`src/rtl/mem_arbiter_if.sv`:
```
// mem_arbiter_if: request/result and engine bus between IF, LSB, the RAM engine and the arbiter.
// slave is the arbiter's view; master is the requesters' and engine's view.
interface mem_arbiter_if #(
    parameter int ROB_W = 4
);
    logic             rdy;
    logic             io_buffer_full;
    logic             jump_wrong;
    logic             if_req;
    logic [31:0]      if_addr;
    logic             if_valid;
    logic [31:0]      if_inst;
    logic             lsb_req;
    logic             lsb_type;
    logic [1:0]       lsb_width;
    logic [31:0]      lsb_addr;
    logic [31:0]      lsb_val;
    logic [ROB_W-1:0] lsb_rob_id;
    logic             lsb_done;
    logic             ld_cdb_flag;
    logic [31:0]      ld_cdb_val;
    logic [ROB_W-1:0] ld_cdb_rob_id;
    logic             eng_start;
    logic             eng_wr;
    logic [31:0]      eng_addr;
    logic [1:0]       eng_width;
    logic [31:0]      eng_wdata;
    logic             eng_done;
    logic [31:0]      eng_rdata;

    modport slave (
        input  rdy, io_buffer_full, jump_wrong, if_req, if_addr, lsb_req, lsb_type, lsb_width,
               lsb_addr, lsb_val, lsb_rob_id, eng_done, eng_rdata,
        output if_valid, if_inst, lsb_done, ld_cdb_flag, ld_cdb_val, ld_cdb_rob_id,
               eng_start, eng_wr, eng_addr, eng_width, eng_wdata
    );

    modport master (
        output rdy, io_buffer_full, jump_wrong, if_req, if_addr, lsb_req, lsb_type, lsb_width,
               lsb_addr, lsb_val, lsb_rob_id, eng_done, eng_rdata,
        input  if_valid, if_inst, lsb_done, ld_cdb_flag, ld_cdb_val, ld_cdb_rob_id,
               eng_start, eng_wr, eng_addr, eng_width, eng_wdata
    );
endinterface

```
`src/rtl/mem_arbiter.sv`:
```
// mem_arbiter: grants the byte-serial RAM engine to IF or LSB one whole transaction at a time,
// LSB first with an IF anti-starvation limit, IO store stall and speculative flush.
module mem_arbiter #(
    parameter logic [31:0] IO_BASE    = 32'h0003_0000,
    parameter int          STARVE_MAX = 3
) (
    input logic          clk,
    input logic          rst,
    mem_arbiter_if.slave bus
);
    localparam int            CW   = $clog2(STARVE_MAX + 1);
    localparam logic [CW-1:0] SMAX = CW'(STARVE_MAX);

    typedef enum logic [2:0] {IDLE, RUN_IF, RUN_LS, IO_WAIT, DRAIN} state_t;

    state_t        state, state_d;
    logic [CW-1:0] starve_cnt;
    logic          grant_if, grant_ls, start_d, fire_if, fire_ls, clr_starve;
    logic          io_stall, pick_ls, can_grant, flushable;

    assign io_stall  = bus.lsb_type && bus.lsb_addr >= IO_BASE && bus.io_buffer_full;
    assign pick_ls   = bus.lsb_req && (!bus.if_req || starve_cnt < SMAX);
    // a result pulse in flight forces a one-cycle gap before the next grant
    assign can_grant = !bus.jump_wrong && !bus.if_valid && !bus.lsb_done;
    assign flushable = bus.jump_wrong && (state == RUN_IF || (state == RUN_LS && !bus.eng_wr));

    always_comb begin
        state_d    = state;
        grant_if   = 1'b0;
        grant_ls   = 1'b0;
        start_d    = 1'b0;
        fire_if    = 1'b0;
        fire_ls    = 1'b0;
        clr_starve = 1'b0;
        if (bus.rdy) begin
            case (state)
                IDLE: begin
                    clr_starve = bus.jump_wrong;
                    grant_ls   = can_grant && pick_ls;
                    grant_if   = can_grant && !pick_ls && bus.if_req;
                    start_d    = grant_if || (grant_ls && !io_stall);
                    state_d    = grant_ls ? (io_stall ? IO_WAIT : RUN_LS) : grant_if ? RUN_IF : IDLE;
                end
                RUN_IF, RUN_LS: begin
                    if (flushable) begin
                        state_d = bus.eng_done ? IDLE : DRAIN;
                    end else if (bus.eng_done) begin
                        fire_if = state == RUN_IF;
                        fire_ls = state == RUN_LS;
                        state_d = IDLE;
                    end
                end
                IO_WAIT: begin
                    start_d = !bus.io_buffer_full;
                    state_d = start_d ? RUN_LS : IO_WAIT;
                end
                DRAIN:   state_d = bus.eng_done ? IDLE : DRAIN;
                default: state_d = IDLE;
            endcase
        end
    end

    always_ff @(posedge clk or posedge rst) begin
        if (rst) state <= IDLE;
        else     state <= state_d;
    end

    always_ff @(posedge clk or posedge rst) begin
        if (rst) begin
            bus.if_valid      <= 1'b0;
            bus.if_inst       <= '0;
            bus.lsb_done      <= 1'b0;
            bus.ld_cdb_flag   <= 1'b0;
            bus.ld_cdb_val    <= '0;
            bus.ld_cdb_rob_id <= '0;
            bus.eng_start     <= 1'b0;
            bus.eng_wr        <= 1'b0;
            bus.eng_addr      <= '0;
            bus.eng_width     <= '0;
            bus.eng_wdata     <= '0;
            starve_cnt        <= '0;
        end else begin
            bus.eng_start   <= start_d;
            bus.if_valid    <= fire_if;
            bus.lsb_done    <= fire_ls;
            bus.ld_cdb_flag <= fire_ls && !bus.eng_wr;
            if (fire_if) bus.if_inst <= bus.eng_rdata;
            if (fire_ls && !bus.eng_wr) bus.ld_cdb_val <= bus.eng_rdata;
            if (grant_if) begin
                bus.eng_wr    <= 1'b0;
                bus.eng_addr  <= bus.if_addr;
                bus.eng_width <= 2'd3;
                bus.eng_wdata <= '0;
            end
            if (grant_ls) begin
                bus.eng_wr        <= bus.lsb_type;
                bus.eng_addr      <= bus.lsb_addr;
                bus.eng_width     <= (bus.lsb_width == 2'd2) ? 2'd3 : bus.lsb_width;
                bus.eng_wdata     <= bus.lsb_val;
                bus.ld_cdb_rob_id <= bus.lsb_rob_id;
            end
            if (grant_if || clr_starve) starve_cnt <= '0;
            else if (grant_ls && bus.if_req && starve_cnt < SMAX) starve_cnt <= starve_cnt + 1'b1;
        end
    end
endmodule

```
`src/flat_wrapper.sv`:
```
// flat-port wrapper written by rule: the top's interface ports become plain ports
module mem_arbiter_flat 
#(
    parameter logic [31:0] IO_BASE    = 32'h0003_0000,
    parameter int          STARVE_MAX = 3
)
  (clk, rst, bus_rdy, bus_io_buffer_full, bus_jump_wrong, bus_if_req, bus_if_addr, bus_lsb_req, bus_lsb_type, bus_lsb_width, bus_lsb_addr, bus_lsb_val, bus_lsb_rob_id, bus_eng_done, bus_eng_rdata, bus_if_valid, bus_if_inst, bus_lsb_done, bus_ld_cdb_flag, bus_ld_cdb_val, bus_ld_cdb_rob_id, bus_eng_start, bus_eng_wr, bus_eng_addr, bus_eng_width, bus_eng_wdata);
  mem_arbiter_if #(.ROB_W(4)) bus_i ();
  input logic clk;
  input logic rst;
  input wire logic [$bits(bus_i.rdy)-1:0] bus_rdy;
  input wire logic [$bits(bus_i.io_buffer_full)-1:0] bus_io_buffer_full;
  input wire logic [$bits(bus_i.jump_wrong)-1:0] bus_jump_wrong;
  input wire logic [$bits(bus_i.if_req)-1:0] bus_if_req;
  input wire logic [$bits(bus_i.if_addr)-1:0] bus_if_addr;
  input wire logic [$bits(bus_i.lsb_req)-1:0] bus_lsb_req;
  input wire logic [$bits(bus_i.lsb_type)-1:0] bus_lsb_type;
  input wire logic [$bits(bus_i.lsb_width)-1:0] bus_lsb_width;
  input wire logic [$bits(bus_i.lsb_addr)-1:0] bus_lsb_addr;
  input wire logic [$bits(bus_i.lsb_val)-1:0] bus_lsb_val;
  input wire logic [$bits(bus_i.lsb_rob_id)-1:0] bus_lsb_rob_id;
  input wire logic [$bits(bus_i.eng_done)-1:0] bus_eng_done;
  input wire logic [$bits(bus_i.eng_rdata)-1:0] bus_eng_rdata;
  output wire logic [$bits(bus_i.if_valid)-1:0] bus_if_valid;
  output wire logic [$bits(bus_i.if_inst)-1:0] bus_if_inst;
  output wire logic [$bits(bus_i.lsb_done)-1:0] bus_lsb_done;
  output wire logic [$bits(bus_i.ld_cdb_flag)-1:0] bus_ld_cdb_flag;
  output wire logic [$bits(bus_i.ld_cdb_val)-1:0] bus_ld_cdb_val;
  output wire logic [$bits(bus_i.ld_cdb_rob_id)-1:0] bus_ld_cdb_rob_id;
  output wire logic [$bits(bus_i.eng_start)-1:0] bus_eng_start;
  output wire logic [$bits(bus_i.eng_wr)-1:0] bus_eng_wr;
  output wire logic [$bits(bus_i.eng_addr)-1:0] bus_eng_addr;
  output wire logic [$bits(bus_i.eng_width)-1:0] bus_eng_width;
  output wire logic [$bits(bus_i.eng_wdata)-1:0] bus_eng_wdata;
  assign bus_i.rdy = bus_rdy;
  assign bus_i.io_buffer_full = bus_io_buffer_full;
  assign bus_i.jump_wrong = bus_jump_wrong;
  assign bus_i.if_req = bus_if_req;
  assign bus_i.if_addr = bus_if_addr;
  assign bus_i.lsb_req = bus_lsb_req;
  assign bus_i.lsb_type = bus_lsb_type;
  assign bus_i.lsb_width = bus_lsb_width;
  assign bus_i.lsb_addr = bus_lsb_addr;
  assign bus_i.lsb_val = bus_lsb_val;
  assign bus_i.lsb_rob_id = bus_lsb_rob_id;
  assign bus_i.eng_done = bus_eng_done;
  assign bus_i.eng_rdata = bus_eng_rdata;
  assign bus_if_valid = bus_i.if_valid;
  assign bus_if_inst = bus_i.if_inst;
  assign bus_lsb_done = bus_i.lsb_done;
  assign bus_ld_cdb_flag = bus_i.ld_cdb_flag;
  assign bus_ld_cdb_val = bus_i.ld_cdb_val;
  assign bus_ld_cdb_rob_id = bus_i.ld_cdb_rob_id;
  assign bus_eng_start = bus_i.eng_start;
  assign bus_eng_wr = bus_i.eng_wr;
  assign bus_eng_addr = bus_i.eng_addr;
  assign bus_eng_width = bus_i.eng_width;
  assign bus_eng_wdata = bus_i.eng_wdata;
  mem_arbiter #(.IO_BASE(IO_BASE), .STARVE_MAX(STARVE_MAX)) u_core (.clk(clk), .rst(rst), .bus(bus_i));
endmodule
```
`config.mk`:
```
export PLATFORM = sky130hd
export DESIGN_NAME = mem_arbiter_flat
export DESIGN_NICKNAME = d
export VERILOG_FILES = /design/src/rtl/mem_arbiter_if.sv /design/src/rtl/mem_arbiter.sv /design/src/flat_wrapper.sv
export SDC_FILE = /design/constraint.sdc
export NUM_CORES = 1
export LEC_CHECK = 0
export ABC_CLOCK_PERIOD_IN_PS = 3900
export BUFFER_PORTS_ARGS = -buffer_cell sky130_fd_sc_hd__buf_2
export CAP_MARGIN = 0
export CORE_ASPECT_RATIO = 0.7
export CORE_MARGIN = 4
export CORE_UTILIZATION = 42
export CTS_BUF_LIST = sky130_fd_sc_hd__clkbuf_4 sky130_fd_sc_hd__clkbuf_8 sky130_fd_sc_hd__clkbuf_16
export DETAILED_ROUTE_END_ITERATION = 10
export PLACE_DENSITY_LB_ADDON = 0.2
export SETUP_SLACK_MARGIN = 0.4
export SLEW_MARGIN = 5
export SYNTH_ARGS = -nofsm -noshare
export SYNTH_HDL_FRONTEND = slang
export SYNTH_SLANG_ARGS = --single-unit
```
`constraint.sdc`:
```
create_clock -name clk -period 3.9 [get_ports clk]
set_clock_uncertainty 0.15 [all_clocks]
set_input_delay 0.195 -clock clk [delete_from_list [all_inputs] [get_ports clk]]
set_output_delay 0.195 -clock clk [all_outputs]
set_load 0.05 [all_outputs]
```
======== Word level (Yosys, flattened, before mapping) ========
Index checks and enable logic that the tools add are counted.
word-level totals
  bits in registers ....................... 144
  input bits .............................. 143
  logic and storage cells ................. 88
operators by class
  $add $sub $neg .......................... 1
  order comparisons ....................... 2
  equal/unequal tests ..................... 6
  muxes and demuxes ....................... 35
  reductions and logical operators ........ 31
operators with widths
  cell                                                                  number
  2-to-1 mux 32 bit                                                     4
  greater-or-equal comparator 32 x 18 -> 1 bit (second input constant)  1
  2-to-1 mux 1 bit                                                      20
  logical AND 1 bit                                                     14
  2-to-1 mux 3 bit                                                      4
  one-hot mux 3 bit (4 select lines)                                    1
  2-to-1 mux 2 bit                                                      5
  logical NOT 1 bit                                                     8
  equality test 3 x 2 -> 1 bit (second input constant)                  2
  logical OR 1 bit                                                      4
  nonzero test 2 bit                                                    2
  equality test 3 x 1 -> 1 bit (second input constant)                  1
  equality test 3 bit (second input constant)                           1
  logical NOT 3 bit                                                     1
  inequality test 3 x 2 -> 1 bit (second input constant)                1
  adder 2 x 1 -> 2 bit (second input constant)                          1
  equality test 2 bit (second input constant)                           1
  < comparator 2 bit (second input constant)                            1
  one-hot mux 1 bit (2 select lines)                                    1
  AND reduction 2 bit                                                   1
  OR reduction 2 bit                                                    1

======== Depth between registers and ports, before layout ========
Gate-level depths: netlist (run 1).
  depth after elaboration ................. 10
  depth in mapped cells ................... 7
  depth with buffers taken out ............ 5

======== Worst setup path after synthesis (run 1) ========
Ideal clock, no wire load.
  path type ............................... flip-flop to flip-flop
  start point ............................. reg u_core.bus.if_valid
  end point ............................... reg u_core.bus.eng_width[0] (netlist name)
  library setup time ...................... 0.126 ns
  data arrival time ....................... 1.694 ns
  required time ........................... 3.624 ns
  setup slack ............................. 1.929 ns
  cell stages (with the launch flop) ...... 6
  path buffers ............................ 2
  path through ............................ dfrtp_1 -> nor3_2 -> nand3_1 -> buf_6 -> buf_6 -> o32a_1
between the ends
  word-level cells in the longest chain between the ends .. 8
  elaborated cells between the ends (all ways) .. 12
  those cells by class .................... mux: 5; reduce/logical: 7
RTL lines
  item                                 line                  text
  start, declared                      mem_arbiter_if.sv:34  output if_valid, if_inst, lsb_done, ld_cdb_flag, ld_cdb_val, ld_cdb_rob_id,
  start signal, assigned               mem_arbiter.sv:84     bus.if_valid <= fire_if;
  logical NOT 1 bit (*)                mem_arbiter.sv:24     assign can_grant = !bus.jump_wrong && !bus.if_valid && !bus.lsb_done;
  logical AND 1 bit (*) (2 in series)  mem_arbiter.sv:24
  logical AND 1 bit (2 in series)      mem_arbiter.sv:40     grant_if = can_grant && !pick_ls && bus.if_req;
  2-to-1 mux 1 bit                     mem_arbiter.sv:36     case (state)
  2-to-1 mux 1 bit                     mem_arbiter.sv:35     if (bus.rdy) begin
  nonzero test 2 bit (no source line)  -
  end signal, assigned                 mem_arbiter.sv:98     bus.eng_width <= (bus.lsb_width == 2'd2) ? 2'd3 : bus.lsb_width;
  end, declared                        mem_arbiter_if.sv:35  eng_start, eng_wr, eng_addr, eng_width, eng_wdata
Mark *: on every way between the ends. The rest lies on a longest branch, timed or not.
A chain may end at the register's enable or synchronous reset.

======== Worst setup path in the final report (run 1) ========
  start point ............................. reg u_core.starve_cnt[0]
  end point ............................... reg u_core.bus.eng_addr[5] (netlist name)
between the ends
  word-level cells in the longest chain between the ends .. 9
  elaborated cells between the ends (all ways) .. 13
  those cells by class .................... order compare: 1; mux: 5; reduce/logical: 7
RTL lines
  item                                 line                  text
  start, declared                      mem_arbiter.sv:17     logic [CW-1:0] starve_cnt;
  start signal, assigned               mem_arbiter.sv:103    else if (grant_ls && bus.if_req && starve_cnt < SMAX) starve_cnt <= starve_cnt + 1'b1;
  < comparator 2 bit (*)               mem_arbiter.sv:22     assign pick_ls = bus.lsb_req && (!bus.if_req || starve_cnt < SMAX);
  logical OR 1 bit (*)                 mem_arbiter.sv:22
  logical AND 1 bit (*)                mem_arbiter.sv:22
  logical NOT 1 bit                    mem_arbiter.sv:40
  logical AND 1 bit (2 in series)      mem_arbiter.sv:40
  2-to-1 mux 1 bit                     mem_arbiter.sv:36
  2-to-1 mux 1 bit                     mem_arbiter.sv:35
  nonzero test 2 bit (no source line)  -
  end signal, assigned                 mem_arbiter.sv:91     bus.eng_addr <= bus.if_addr;
  end signal, assigned                 mem_arbiter.sv:97     bus.eng_addr <= bus.lsb_addr;
  end, declared                        mem_arbiter_if.sv:35
Marked as above.

==> impl_metrics.prom, run 1 <==
# TYPE chip_impl_metric gauge
chip_impl_metric{name="via_per_inst",unit=""} 4.869
chip_impl_metric{name="depth_of_the_cts_h_tree",unit=""} 4
chip_impl_metric{name="number_of_nets_with_antenna_violations_after_routing",unit=""} 0
chip_impl_info{name="setup.worst_path.start",value="u_core.starve_cnt[0]"} 1
chip_impl_metric{name="clock_network_fraction_of_design_power",unit="%"} 18.5
chip_impl_metric{name="vdd_drop_max",unit="V"} 0.0005788
chip_impl_metric{name="syn-instance-count",unit=""} 425
chip_impl_info{name="origin_of_the_critical_flop_to_flop_path",value="u_core.starve_cnt[0]"} 1
chip_impl_metric{name="setup.reg_to_reg.worst_slack",unit="ns"} 1.21
chip_impl_info{name="final_common_cell",value="buf_2"} 1
chip_impl_metric{name="place.detailed.instances",unit=""} 872
chip_impl_metric{name="max_freq",unit="GHz"} 0.3718
chip_impl_metric{name="filler_cell_count",unit=""} 931
chip_impl_metric{name="transition_time_at_the_pin_with_the_least_slew_margin",unit="ns"} 0.7942
chip_impl_metric{name="powerDensity",unit="mW/mm²"} 883.8
chip_impl_metric{name="remaining_drc_errors",unit=""} 0
chip_impl_info{name="rsz0062_at_grt",value="false"} 1
chip_impl_metric{name="total_power",unit="W"} 0.008207
chip_impl_metric{name="placement.io_buffers",unit=""} 281
chip_impl_metric{name="synth-seq-cells",unit=""} 144
chip_impl_metric{name="cts.repair_timing.setup_buffer_count",unit=""} 0
chip_impl_metric{name="cpPeakStageDelay",unit="ns"} 0.59
chip_impl_metric{name="power.share.switching",unit="%"} 49.40
chip_impl_metric{name="antenna_found_initial",unit=""} 0
chip_impl_metric{name="multiInputGateArea",unit="mm²"} 0.002037
chip_impl_metric{name="pwr-share-comb",unit="%"} 50.6
chip_impl_metric{name="overflow",unit=""} 0
chip_impl_metric{name="cts-buffers-inserted",unit=""} 17
chip_impl_info{name="r2r_end",value="u_core.bus.eng_addr[5]"} 1
chip_impl_metric{name="cp.required",unit="ns"} 3.98
chip_impl_info{name="tritoncts_clock_tree",value="built"} 1
chip_impl_info{name="worstHoldStart",value="bus_io_buffer_full"} 1
chip_impl_metric{name="starting_utilization_of_the_core_area",unit="%"} 43.39
chip_impl_metric{name="maxCapViolCount",unit=""} 0
chip_impl_metric{name="synth-edff-count",unit=""} 0
chip_impl_info{name="crit_path_cell_trace",value="ha_1, a21boi_0, nand3_2, buf_4, mux2i_1, dlygate4sd3_1, o21ai_0"} 1
chip_impl_metric{name="clk-insertion-delay-late",unit="ns"} 0.41
chip_impl_metric{name="finish.cell_count_without_fillers",unit=""} 1041
chip_impl_metric{name="syn_area",unit="mm²"} 0.005777
chip_impl_metric{name="worst_setup_hold_path_clk_slew",unit="ns"} 0.06
chip_impl_metric{name="avgRoutedWirePerCell",unit="µm"} 17.08
chip_impl_metric{name="worst_slew_margin_rel",unit="%"} 46.80
chip_impl_metric{name="design.die.area",unit="mm²"} 0.01572
chip_impl_metric{name="floorplan.rows",unit=""} 35
chip_impl_metric{name="core_area",unit="mm²"} 0.01331
chip_impl_metric{name="hold_viol",unit=""} 0
chip_impl_metric{name="layout_worst_path_cycle_share",unit="%"} 68.97
chip_impl_metric{name="tritonroute_pass_1_iters",unit=""} 4
chip_impl_metric{name="grt_pass1_wl",unit="µm"} 28580
chip_impl_metric{name="postSynth.asyncResetShare",unit="%"} 100.0
chip_impl_metric{name="final.setup.tns",unit="ns"} 0
chip_impl_metric{name="final.min_clock_period",unit="ns"} 2.690
chip_impl_metric{name="dpl.hpwl",unit="µm"} 11210
chip_impl_metric{name="clock_tree.buffer_depth",unit=""} 2
chip_impl_metric{name="setup_viol_count_final",unit=""} 0
chip_impl_metric{name="grt_max_degree",unit=""} 145
chip_impl_metric{name="worst-r2r-cell-count",unit=""} 7
chip_impl_metric{name="area.growth.synth_to_final",unit="%"} 60.75
chip_impl_metric{name="worst_ep_arrival_time",unit="ns"} 2.77
chip_impl_metric{name="ports_placed_on_the_boundary",unit=""} 282
chip_impl_info{name="crit_path_top_delay_cell",value="dlygate4sd3_1"} 1
chip_impl_metric{name="vias",unit=""} 5069
chip_impl_metric{name="syn-mean-instance-area",unit="µm²"} 13.59
chip_impl_metric{name="detail_route.wirelength",unit="µm"} 17780
chip_impl_metric{name="number_of_global_route_vias_before_repair",unit=""} 5526
chip_impl_metric{name="power.leakage",unit="nW"} 4.982
chip_impl_metric{name="internal_power",unit="W"} 0.004153
chip_impl_metric{name="register_cell_area_after_layout",unit="mm²"} 0.003603
chip_impl_metric{name="crit_path_max_fo",unit=""} 38
chip_impl_info{name="crit_path_end_kind",value="register"} 1
chip_impl_metric{name="synth-warning-count",unit=""} 0
chip_impl_info{name="mostFrequentLayoutCells",value="buf_2 (281), dfrtp_1 (144), dlygate4sd3_1 (137)"} 1
chip_impl_metric{name="yosys.cell_types.count",unit=""} 39
chip_impl_metric{name="numClockSinks",unit=""} 144
chip_impl_metric{name="mappedNetlistNets",unit=""} 569
chip_impl_metric{name="grtUsageTotal",unit="%"} 22.80
chip_impl_metric{name="initialDrtViolationCount",unit=""} 218
chip_impl_metric{name="die_h",unit="µm"} 106.1
chip_impl_info{name="worst_setup_path_start_kind",value="register"} 1
chip_impl_metric{name="share_seq_of_total_power",unit="%"} 30.9
chip_impl_metric{name="antenna-diode-count",unit=""} 0
chip_impl_metric{name="die_width",unit="µm"} 148.2
chip_impl_info{name="criticalPathCategory",value="register to register"} 1
chip_impl_metric{name="total_switching_power",unit="W"} 0.004054
chip_impl_info{name="synth_flop_cell",value="dfrtp_1"} 1
chip_impl_metric{name="portion_of_the_post_synthesis_area_used_by_sequential_elements",unit="%"} 62.38
chip_impl_info{name="status",value="finished clean"} 1
chip_impl_info{name="type_of_the_worst_min_delay_path",value="primary input to register"} 1
chip_impl_metric{name="final-max-slew-violation-count",unit=""} 0
chip_impl_info{name="whs_endpoint",value="u_core.bus.eng_start"} 1
chip_impl_metric{name="hold_depth",unit=""} 3
chip_impl_metric{name="gp_congestion",unit=""} 0.7800
chip_impl_info{name="clock_tree.root_cell",value="clkbuf_16"} 1
chip_impl_metric{name="final_layout_size_suffix_gt1_share",unit="%"} 45.91
chip_impl_metric{name="number_of_nets_in_the_final_layout",unit=""} 987
[synthesized netlist by cell type (all sizes together) (2+ instances only)]
cell type / instances / area (µm²)
dfrtp: 144 / 3603
mux2: 68 / 765.7
nand2: 38 / 142.6
o21ai: 36 / 180.2
a22o: 33 / 289.0
mux2i: 33 / 330.3
buf: 18 / 108.9
nor2: 8 / 32.54
clkbuf: 7 / 26.28
inv: 4 / 15.01
nand4: 3 / 18.77
nor2b: 3 / 18.77
nor3: 3 / 20.02
nor4: 3 / 18.77
a31oi: 2 / 12.51
nand2b: 2 / 12.51
nand3b: 2 / 15.01
[state kept, by name (all words and copies together), names as in the netlist, 2 cells and up]
signal                    flops
u_core.bus.eng_addr          32
u_core.bus.eng_wdata         32
u_core.bus.eng_width          2
u_core.bus.if_inst           32
u_core.bus.ld_cdb_rob_id      4
u_core.bus.ld_cdb_val        32
u_core.starve_cnt             2
u_core.state                  3
[power by group through the flow]
stage	Combinational, W	Sequential (W)	Clock (W)
floorplan	0.000791	0.00475	0
global placement	0.00397	0.00251	0
detailed placement	0.00403	0.00253	0
CTS	0.00416	0.00253	0.00155
global route	0.00435	0.00262	0.00162
finish	0.00415	0.00254	0.00151
[worst max-delay path: cells and delay by family (launching register included)]
kind | cells | cell delay (ns)
AOI/OAI and AO/OA | 2 | 0.47
adders and majority gates | 1 | 0.23
buffers and inverters | 2 | 0.93
DFF | 1 | 0.39
muxes | 1 | 0.24
and+or+nand+nor | 1 | 0.12
[per-stage QoR]
stage          util (%)  area (µm²)  setup slack, ns  hold WS [ns]
5_1_grt           69.76        9286           0.9859       0.01590
3_5_place_dp      55.24        7355            1.549        0.2800
6_report          69.76        9286            1.210       0.01009
3_3_place_gp      55.24        7355            1.672        0.2686
4_1_cts           69.76        9286            1.261      0.003720
2_1_floorplan         -        5781            1.750        0.1847
[area by class of cell]
type / instances / area share, %
flip-flops and latches: 144 / 38.80
repair buffers: 424 / 30.53
multi-input cells: 252 / 21.93
clock buffers: 20 / 4.824
well taps: 185 / 2.493
clock inverters: 12 / 1.213
inverters: 4 / 0.2021
[worst max path at each step]
stage                          endpoint  slack, ns
6_report         u_core.bus.eng_addr[5]       1.21
5_1_grt          u_core.bus.eng_addr[5]       0.99
4_1_cts         u_core.bus.eng_addr[18]       1.26
3_5_place_dp   u_core.bus.eng_wdata[26]       1.55
3_3_place_gp    u_core.bus.eng_wdata[0]       1.67
2_1_floorplan    u_core.bus.eng_addr[0]       1.75
[metal layers]
metal / GRT usage [%] / part of all wire, % / wire, µm
met5: 0 / 0 / 0
met4: 7.779 / 1.8 / 312
met3: 6.434 / 7.4 / 1307
met2: 39.53 / 51 / 9116
met1: 27.47 / 40 / 7039
[repair_timing]
action / 4_1_cts / 5_1_grt
resized for setup: 0 / 0
hold buffers: 137 / 0
hold endpoints to repair: 282 / 0
setup endpoints to repair: 0 / 0
[kinds of logic after synthesis]
family | Yosys count | synth area share (%)
xor+xnor | 1 | 0.1516
buf+inv | 29 | 2.599
fa+ha+maj | 1 | 0.2166
compound gates | 83 | 10.03
mux | 101 | 18.97
flops | 144 | 62.38
simple gates | 66 | 5.653
No activity file was read; power rests on OpenSTA's default activity.
==> run 2: changes to the inputs <==
--- a/config.mk
+++ b/config.mk
@@ -5,7 +5,7 @@
 export SDC_FILE = /design/constraint.sdc
 export NUM_CORES = 1
 export LEC_CHECK = 0
-export ABC_CLOCK_PERIOD_IN_PS = 3900
+export ABC_CLOCK_PERIOD_IN_PS = 2200
 export BUFFER_PORTS_ARGS = -buffer_cell sky130_fd_sc_hd__buf_2
 export CAP_MARGIN = 0
 export CORE_ASPECT_RATIO = 0.7
==> constraint.sdc (replaced) <==
create_clock -name clk -period 2.2 [get_ports clk]
set_clock_uncertainty 0.15 [all_clocks]
set_input_delay 0.11 -clock clk [delete_from_list [all_inputs] [get_ports clk]]
set_output_delay 0.11 -clock clk [all_outputs]
set_load 0.05 [all_outputs]
==> run 2 against run 1 <==
Net effect:
- utilization grew 4.4 points
- fmax grew 41%
- critical path type unchanged
- largest power group unchanged
- sequential cell count is the same
- final area grew 6.4%
==> impl_metrics.prom, run 2 (synthesis gave the netlist of run 1 again) <==
# TYPE chip_impl_metric gauge
chip_impl_metric{name="finish.cell_count_without_fillers",unit=""} 1072
chip_impl_info{name="tritoncts_clock_tree",value="built"} 1
chip_impl_info{name="rsz0062_at_grt",value="true"} 1
chip_impl_info{name="crit_path_top_delay_cell",value="dfrtp_1"} 1
chip_impl_metric{name="die_h",unit="µm"} 106.1
chip_impl_metric{name="fin_hold_ws",unit="ns"} 0.06061
chip_impl_metric{name="antenna_found_initial",unit=""} 2
chip_impl_metric{name="register_cell_area_after_layout",unit="mm²"} 0.003606
chip_impl_metric{name="maxCapViolCount",unit=""} 0
chip_impl_metric{name="overflow",unit=""} 0
chip_impl_metric{name="clk-insertion-delay-late",unit="ns"} 0.40
chip_impl_metric{name="design.die.area",unit="mm²"} 0.01572
chip_impl_metric{name="hold_viol",unit=""} 0
chip_impl_metric{name="final.min_clock_period",unit="ns"} 1.901
chip_impl_info{name="status",value="finished clean"} 1
chip_impl_metric{name="avgRoutedWirePerCell",unit="µm"} 18.77
chip_impl_metric{name="worst_setup_hold_path_clk_slew",unit="ns"} 0.07
chip_impl_metric{name="max_freq",unit="GHz"} 0.5260
chip_impl_metric{name="setup_viol_count_final",unit=""} 0
chip_impl_metric{name="floorplan.rows",unit=""} 35
chip_impl_metric{name="dpl.hpwl",unit="µm"} 11210
chip_impl_metric{name="via_per_inst",unit=""} 4.966
chip_impl_metric{name="number_of_global_route_vias_before_repair",unit=""} 5648
chip_impl_metric{name="final-max-slew-violation-count",unit=""} 0
chip_impl_info{name="origin_of_the_critical_flop_to_flop_path",value="u_core.state[2]"} 1
chip_impl_metric{name="grt_pass1_wl",unit="µm"} 28320
chip_impl_info{name="crit_path_end_kind",value="register"} 1
chip_impl_metric{name="clock_tree.buffer_depth",unit=""} 2
chip_impl_metric{name="final.setup.tns",unit="ns"} 0
chip_impl_metric{name="remaining_drc_errors",unit=""} 0
chip_impl_metric{name="final_layout_size_suffix_gt1_share",unit="%"} 48.93
chip_impl_metric{name="number_of_nets_with_antenna_violations_after_routing",unit=""} 0
chip_impl_metric{name="layout_worst_path_cycle_share",unit="%"} 86.42
chip_impl_metric{name="placement.io_buffers",unit=""} 281
chip_impl_metric{name="core_area",unit="mm²"} 0.01331
chip_impl_metric{name="multiInputGateArea",unit="mm²"} 0.002131
chip_impl_metric{name="filler_cell_count",unit=""} 857
chip_impl_metric{name="detail_route.wirelength",unit="µm"} 20130
chip_impl_info{name="critical-path-top-delay-family",value="simple AND/OR/NAND/NOR gates"} 1
chip_impl_metric{name="die_width",unit="µm"} 148.2
chip_impl_metric{name="tritonroute_pass_1_iters",unit=""} 4
chip_impl_metric{name="worstSetupPathDepth",unit=""} 6
chip_impl_metric{name="utilization",unit="%"} 74.20
chip_impl_metric{name="gp_congestion",unit=""} 0.7932
chip_impl_metric{name="worst_ep_arrival_time",unit="ns"} 2.04
chip_impl_metric{name="place.detailed.instances",unit=""} 874
chip_impl_metric{name="transition_time_at_the_pin_with_the_least_slew_margin",unit="ns"} 0.4468
chip_impl_info{name="final_common_cell",value="buf_2"} 1
chip_impl_metric{name="grt_max_degree",unit=""} 94
chip_impl_info{name="worst_setup_path_start_kind",value="register"} 1
chip_impl_metric{name="numClockSinks",unit=""} 144
chip_impl_info{name="crit_path_cell_trace",value="buf_6, nand3b_1, nor2_4, nand2_4, clkbuf_16, mux2_2"} 1
chip_impl_info{name="worstHoldStart",value="bus_if_req"} 1
chip_impl_metric{name="hold_depth",unit=""} 4
chip_impl_metric{name="cts-buffers-inserted",unit=""} 17
chip_impl_metric{name="vias",unit=""} 5324
chip_impl_metric{name="depth_of_the_cts_h_tree",unit=""} 4
chip_impl_metric{name="initialDrtViolationCount",unit=""} 203
chip_impl_metric{name="cpPeakStageDelay",unit="ns"} 0.43
chip_impl_metric{name="vdd_drop_max",unit="V"} 0.001002
chip_impl_metric{name="ports_placed_on_the_boundary",unit=""} 282
chip_impl_metric{name="powerDensity",unit="mW/mm²"} 1517
chip_impl_info{name="clock_tree.root_cell",value="clkbuf_16"} 1
chip_impl_info{name="type_of_the_worst_min_delay_path",value="primary input to register"} 1
chip_impl_metric{name="number_of_nets_in_the_final_layout",unit=""} 1016
chip_impl_info{name="mostFrequentLayoutCells",value="buf_2 (281), dfrtp_1 (142), dlygate4sd3_1 (140)"} 1
chip_impl_metric{name="worst_slew_margin_rel",unit="%"} 70.07
chip_impl_info{name="setup.worst_path.start",value="u_core.state[2]"} 1
chip_impl_metric{name="buffers_plus_inverters_on_the_worst_setup_path",unit=""} 2
chip_impl_metric{name="starting_utilization_of_the_core_area",unit="%"} 43.39
chip_impl_metric{name="crit_path_max_fo",unit=""} 8
chip_impl_metric{name="power.leakage",unit="nW"} 5.245
chip_impl_info{name="criticalPathCategory",value="register to register"} 1
chip_impl_metric{name="area.growth.synth_to_final",unit="%"} 71.00
chip_impl_metric{name="cp.required",unit="ns"} 2.34
chip_impl_metric{name="worst-r2r-cell-count",unit=""} 6
chip_impl_metric{name="grtUsageTotal",unit="%"} 22.59
[run 2: cell types whose count changed in the layout (fill, tap and decap cells not counted), sizes merged]
cell | previous run | this run
buf | 287 | 305
clkbuf | 20 | 25
clkinv | 7 | 3
diode | 0 | 2
dlygate4sd3 | 137 | 140
inv | 5 | 12
[run 2: cell type report]
type	count	area share, %
flip-flops and latches	144	36.50
clock buffers	17	4.307
clock inverters	15	1.495
inverters	4	0.1900
repair buffers	453	33.54
well taps	185	2.343
diodes	2	0.05066
multi-input cells	252	21.57
[run 2: metal layers]
metal,part of all wire [%],vias up,global-route usage (%)
met5,0,-,0
met1,41,2621,26.51
li1,-,2433,-
met3,7.1,36,6.902
met2,49,234,39.50
met4,2.2,0,7.844
[run 2: what timing repair did]
action	in CTS	in global routing
setup buffers	1	10
hold endpoints to repair	286	0
hold buffers	140	0
endpoints found under the setup margin	72	124
pin swaps	1	5
gates resized for setup	4	27
cloned	0	13
[run 2: worst paths after layout]
kind | end | slack, ns
setup / recovery | u_core.bus.if_inst[25] | 0.30
hold / removal | u_core.bus.eng_start | 0.06
setup reg to reg | u_core.bus.if_inst[25] | 0.30
hold reg to reg | u_core.bus.eng_addr[19] | 0.33
max in group asynchronous | u_core.bus.if_inst[4] | 1.24
min in group asynchronous | u_core.bus.ld_cdb_val[14] | 0.27
[run 2: tightest hold or removal path, stage by stage]
cell and delay [ns]:
buf_2 0.18, nand4_1 0.12, o21ai_0 0.09, a21o_1 0.08
[run 2: where the power goes]
part	switching (W)	internal, W
Clock	0.00120	0.00160
Combinational	0.00558	0.00213
Sequential	0.000657	0.00381
Total	0.00744	0.00754
[run 2: metrics by stage]
stage / setup slack, ns / total power (W) / cell area, µm²
after floorplan: 0.1350 / 0.009823 / 5787
after global placement: 0.3194 / 0.01151 / 7451
after detailed placement: 0.1907 / 0.01167 / 7451
after CTS: 0.3448 / 0.01471 / 9439
after global routing: 0.2592 / 0.01561 / 9878
final: 0.2988 / 0.01498 / 9878
==> run 3: changes to the inputs <==
==> constraint.sdc (replaced) <==
create_clock -name clk -period 2.2 [get_ports clk]
set_clock_uncertainty 0.15 [all_clocks]
set_input_delay 0 -clock clk [delete_from_list [all_inputs] [get_ports clk]]
set_output_delay 0 -clock clk [all_outputs]
set_load 0.05 [all_outputs]
==> run 3 against run 2 <==
Net effect:
- hold slack gained 0.077 ns
- final cell count grew 0.19%
- sequential power is essentially flat
- largest cell class unchanged
- largest power group unchanged
==> impl_metrics.prom, run 3 (synthesis gave the netlist of run 1 again) <==
# TYPE chip_impl_metric gauge
chip_impl_metric{name="number_of_nets_in_the_final_layout",unit=""} 1018
chip_impl_metric{name="final_layout_size_suffix_gt1_share",unit="%"} 48.82
chip_impl_metric{name="depth_of_the_cts_h_tree",unit=""} 4
chip_impl_info{name="type_of_the_worst_min_delay_path",value="primary input to async pin"} 1
chip_impl_metric{name="cpPeakStageDelay",unit="ns"} 0.42
chip_impl_info{name="status",value="finished clean"} 1
chip_impl_metric{name="starting_utilization_of_the_core_area",unit="%"} 43.39
chip_impl_metric{name="fin_worst_setup_slack",unit="ns"} 0.3028
chip_impl_metric{name="core_area",unit="mm²"} 0.01331
chip_impl_metric{name="place.detailed.instances",unit=""} 874
chip_impl_info{name="rsz0062_at_grt",value="true"} 1
chip_impl_metric{name="transition_time_at_the_pin_with_the_least_slew_margin",unit="ns"} 0.4439
chip_impl_metric{name="worst-r2r-cell-count",unit=""} 6
chip_impl_metric{name="die_width",unit="µm"} 148.2
chip_impl_metric{name="detail_route.wirelength",unit="µm"} 20140
chip_impl_metric{name="overflow",unit=""} 0
chip_impl_metric{name="fin_area",unit="mm²"} 0.009898
chip_impl_info{name="r2r_end",value="u_core.bus.if_inst[25]"} 1
chip_impl_metric{name="worst_slew_margin_rel",unit="%"} 70.27
chip_impl_metric{name="final.min_clock_period",unit="ns"} 1.897
chip_impl_metric{name="design.die.area",unit="mm²"} 0.01572
chip_impl_metric{name="powerDensity",unit="mW/mm²"} 1514
chip_impl_metric{name="worst_ep_arrival_time",unit="ns"} 2.03
chip_impl_info{name="criticalPathCategory",value="register to register"} 1
chip_impl_metric{name="final-max-slew-violation-count",unit=""} 0
chip_impl_metric{name="dpl_cell_area",unit="mm²"} 0.007451
chip_impl_metric{name="clk-insertion-delay-late",unit="ns"} 0.40
chip_impl_metric{name="floorplan.rows",unit=""} 35
chip_impl_metric{name="final.setup.tns",unit="ns"} 0
chip_impl_metric{name="cts-buffers-inserted",unit=""} 17
chip_impl_metric{name="clock_tree.buffer_depth",unit=""} 2
chip_impl_metric{name="total_power",unit="W"} 0.01498
chip_impl_metric{name="remaining_drc_errors",unit=""} 0
chip_impl_info{name="mostFrequentLayoutCells",value="buf_2 (281), dlygate4sd3_1 (142), dfrtp_1 (142)"} 1
chip_impl_metric{name="number_of_nets_with_antenna_violations_after_routing",unit=""} 0
chip_impl_info{name="worst_setup_path_start_kind",value="register"} 1
chip_impl_metric{name="gp_congestion",unit=""} 0.7932
chip_impl_metric{name="worst_setup_hold_path_clk_slew",unit="ns"} 0.06
chip_impl_metric{name="via_per_inst",unit=""} 4.924
chip_impl_metric{name="initialDrtViolationCount",unit=""} 192
chip_impl_metric{name="dpl.hpwl",unit="µm"} 11210
chip_impl_metric{name="crit_path_max_fo",unit=""} 8
chip_impl_info{name="final_common_cell",value="buf_2"} 1
chip_impl_metric{name="grt_max_degree",unit=""} 94
chip_impl_metric{name="ports_placed_on_the_boundary",unit=""} 282
chip_impl_metric{name="antenna_found_initial",unit=""} 2
chip_impl_metric{name="tritonroute_pass_1_iters",unit=""} 4
chip_impl_info{name="tritoncts_clock_tree",value="built"} 1
chip_impl_metric{name="power.leakage",unit="nW"} 5.253
chip_impl_metric{name="grtUsageTotal",unit="%"} 22.65
chip_impl_metric{name="max_freq",unit="GHz"} 0.5271
chip_impl_info{name="clock_tree.root_cell",value="clkbuf_16"} 1
chip_impl_metric{name="finish.cell_count_without_fillers",unit=""} 1074
chip_impl_info{name="origin_of_the_critical_flop_to_flop_path",value="u_core.state[2]"} 1
chip_impl_metric{name="vias",unit=""} 5288
chip_impl_metric{name="grt_pass1_wl",unit="µm"} 28400
chip_impl_metric{name="cp.required",unit="ns"} 2.34
chip_impl_metric{name="avgRoutedWirePerCell",unit="µm"} 18.76
chip_impl_info{name="crit_path_cell_trace",value="buf_6, nand3b_1, nor2_4, nand2_4, clkbuf_16, mux2_2"} 1
chip_impl_metric{name="dp_slack",unit="ns"} 0.1907
chip_impl_metric{name="setup.reg_to_reg.worst_slack",unit="ns"} 0.30
chip_impl_metric{name="die_h",unit="µm"} 106.1
chip_impl_info{name="crit_path_top_delay_cell",value="dfrtp_1"} 1
chip_impl_metric{name="maxCapViolCount",unit=""} 0
chip_impl_metric{name="vdd_drop_max",unit="V"} 0.001002
chip_impl_metric{name="hold_viol",unit=""} 0
chip_impl_metric{name="number_of_global_route_vias_before_repair",unit=""} 5659
chip_impl_metric{name="area.growth.synth_to_final",unit="%"} 71.34
chip_impl_metric{name="setup_viol_count_final",unit=""} 0
chip_impl_metric{name="layout_worst_path_cycle_share",unit="%"} 86.24
chip_impl_metric{name="numClockSinks",unit=""} 144
chip_impl_info{name="crit_path_end_kind",value="register"} 1
chip_impl_metric{name="placement.io_buffers",unit=""} 281
==> run 3: timing repair <==
action                                  in CTS  in global routing
hold buffers                               142                  0
pin swaps                                    1                  5
endpoints found under the setup margin      72                124
buffers inserted                             1                 10
hold endpoints to repair                   286                  0
gates cloned                                 0                 13
resized for setup                            4                 27
==> run 3: worst max-delay path, delay by kind of cell (launching register included) <==
kind          cells  cell delay (ns)
buf+inv           2             0.35
simple gates      3             0.57
flops             1             0.42
mux               1             0.28
==> run 3: stage by stage <==
step / hold WS [ns] / utilization (%)
detailed placement: 0.01970 / 55.97
finish: 0.1376 / 74.35
global placement: 0.01273 / 55.97
global route: 0.1680 / 74.35
floorplan: -0.01032 / -
CTS: 0.1497 / 71.05
==> run 3: final cells by class <==
type / count / area [µm²]
Antenna cell: 2 / 5.005
Tap cell: 185 / 231.5
Timing Repair Buffer: 455 / 3333
Inverter: 4 / 18.77
Clock inverter: 15 / 147.6
Multi-Input combinational cell: 252 / 2131
Clock buffer: 17 / 425.4
Fill cell: 856 / 3415
Sequential cell: 144 / 3606
==> run 3: report_power, final <==
group	internal [W]	switching [W]	leakage (nW)	total [W]
clock network	0.00160	0.00120	0.280	0.00279
registers	0.00381	0.000658	1.82	0.00447
logic	0.00213	0.00558	3.15	0.00772
==> run 3: metal layers <==
metal / wire, µm / up-vias / GRT usage, %
met5: 0 / - / 0
met4: 448 / 0 / 7.844
met3: 1507 / 36 / 6.817
met2: 10020 / 223 / 39.69
met1: 8167 / 2590 / 26.59
li1: - / 2439 / -
==> run 3: how the worst max path moves through the flow <==
stage	startpoint	endpoint	cells after the start
global route	u_core.state[2]	u_core.bus.if_inst[25]	6
detailed placement	u_core.starve_cnt[0]	u_core.bus.eng_addr[0]	6
finish	u_core.state[2]	u_core.bus.if_inst[25]	6
global placement	u_core.starve_cnt[0]	u_core.bus.eng_addr[0]	6
floorplan	rst	u_core.bus.eng_addr[0]	1
CTS	u_core.state[0]	u_core.bus.eng_addr[0]	6
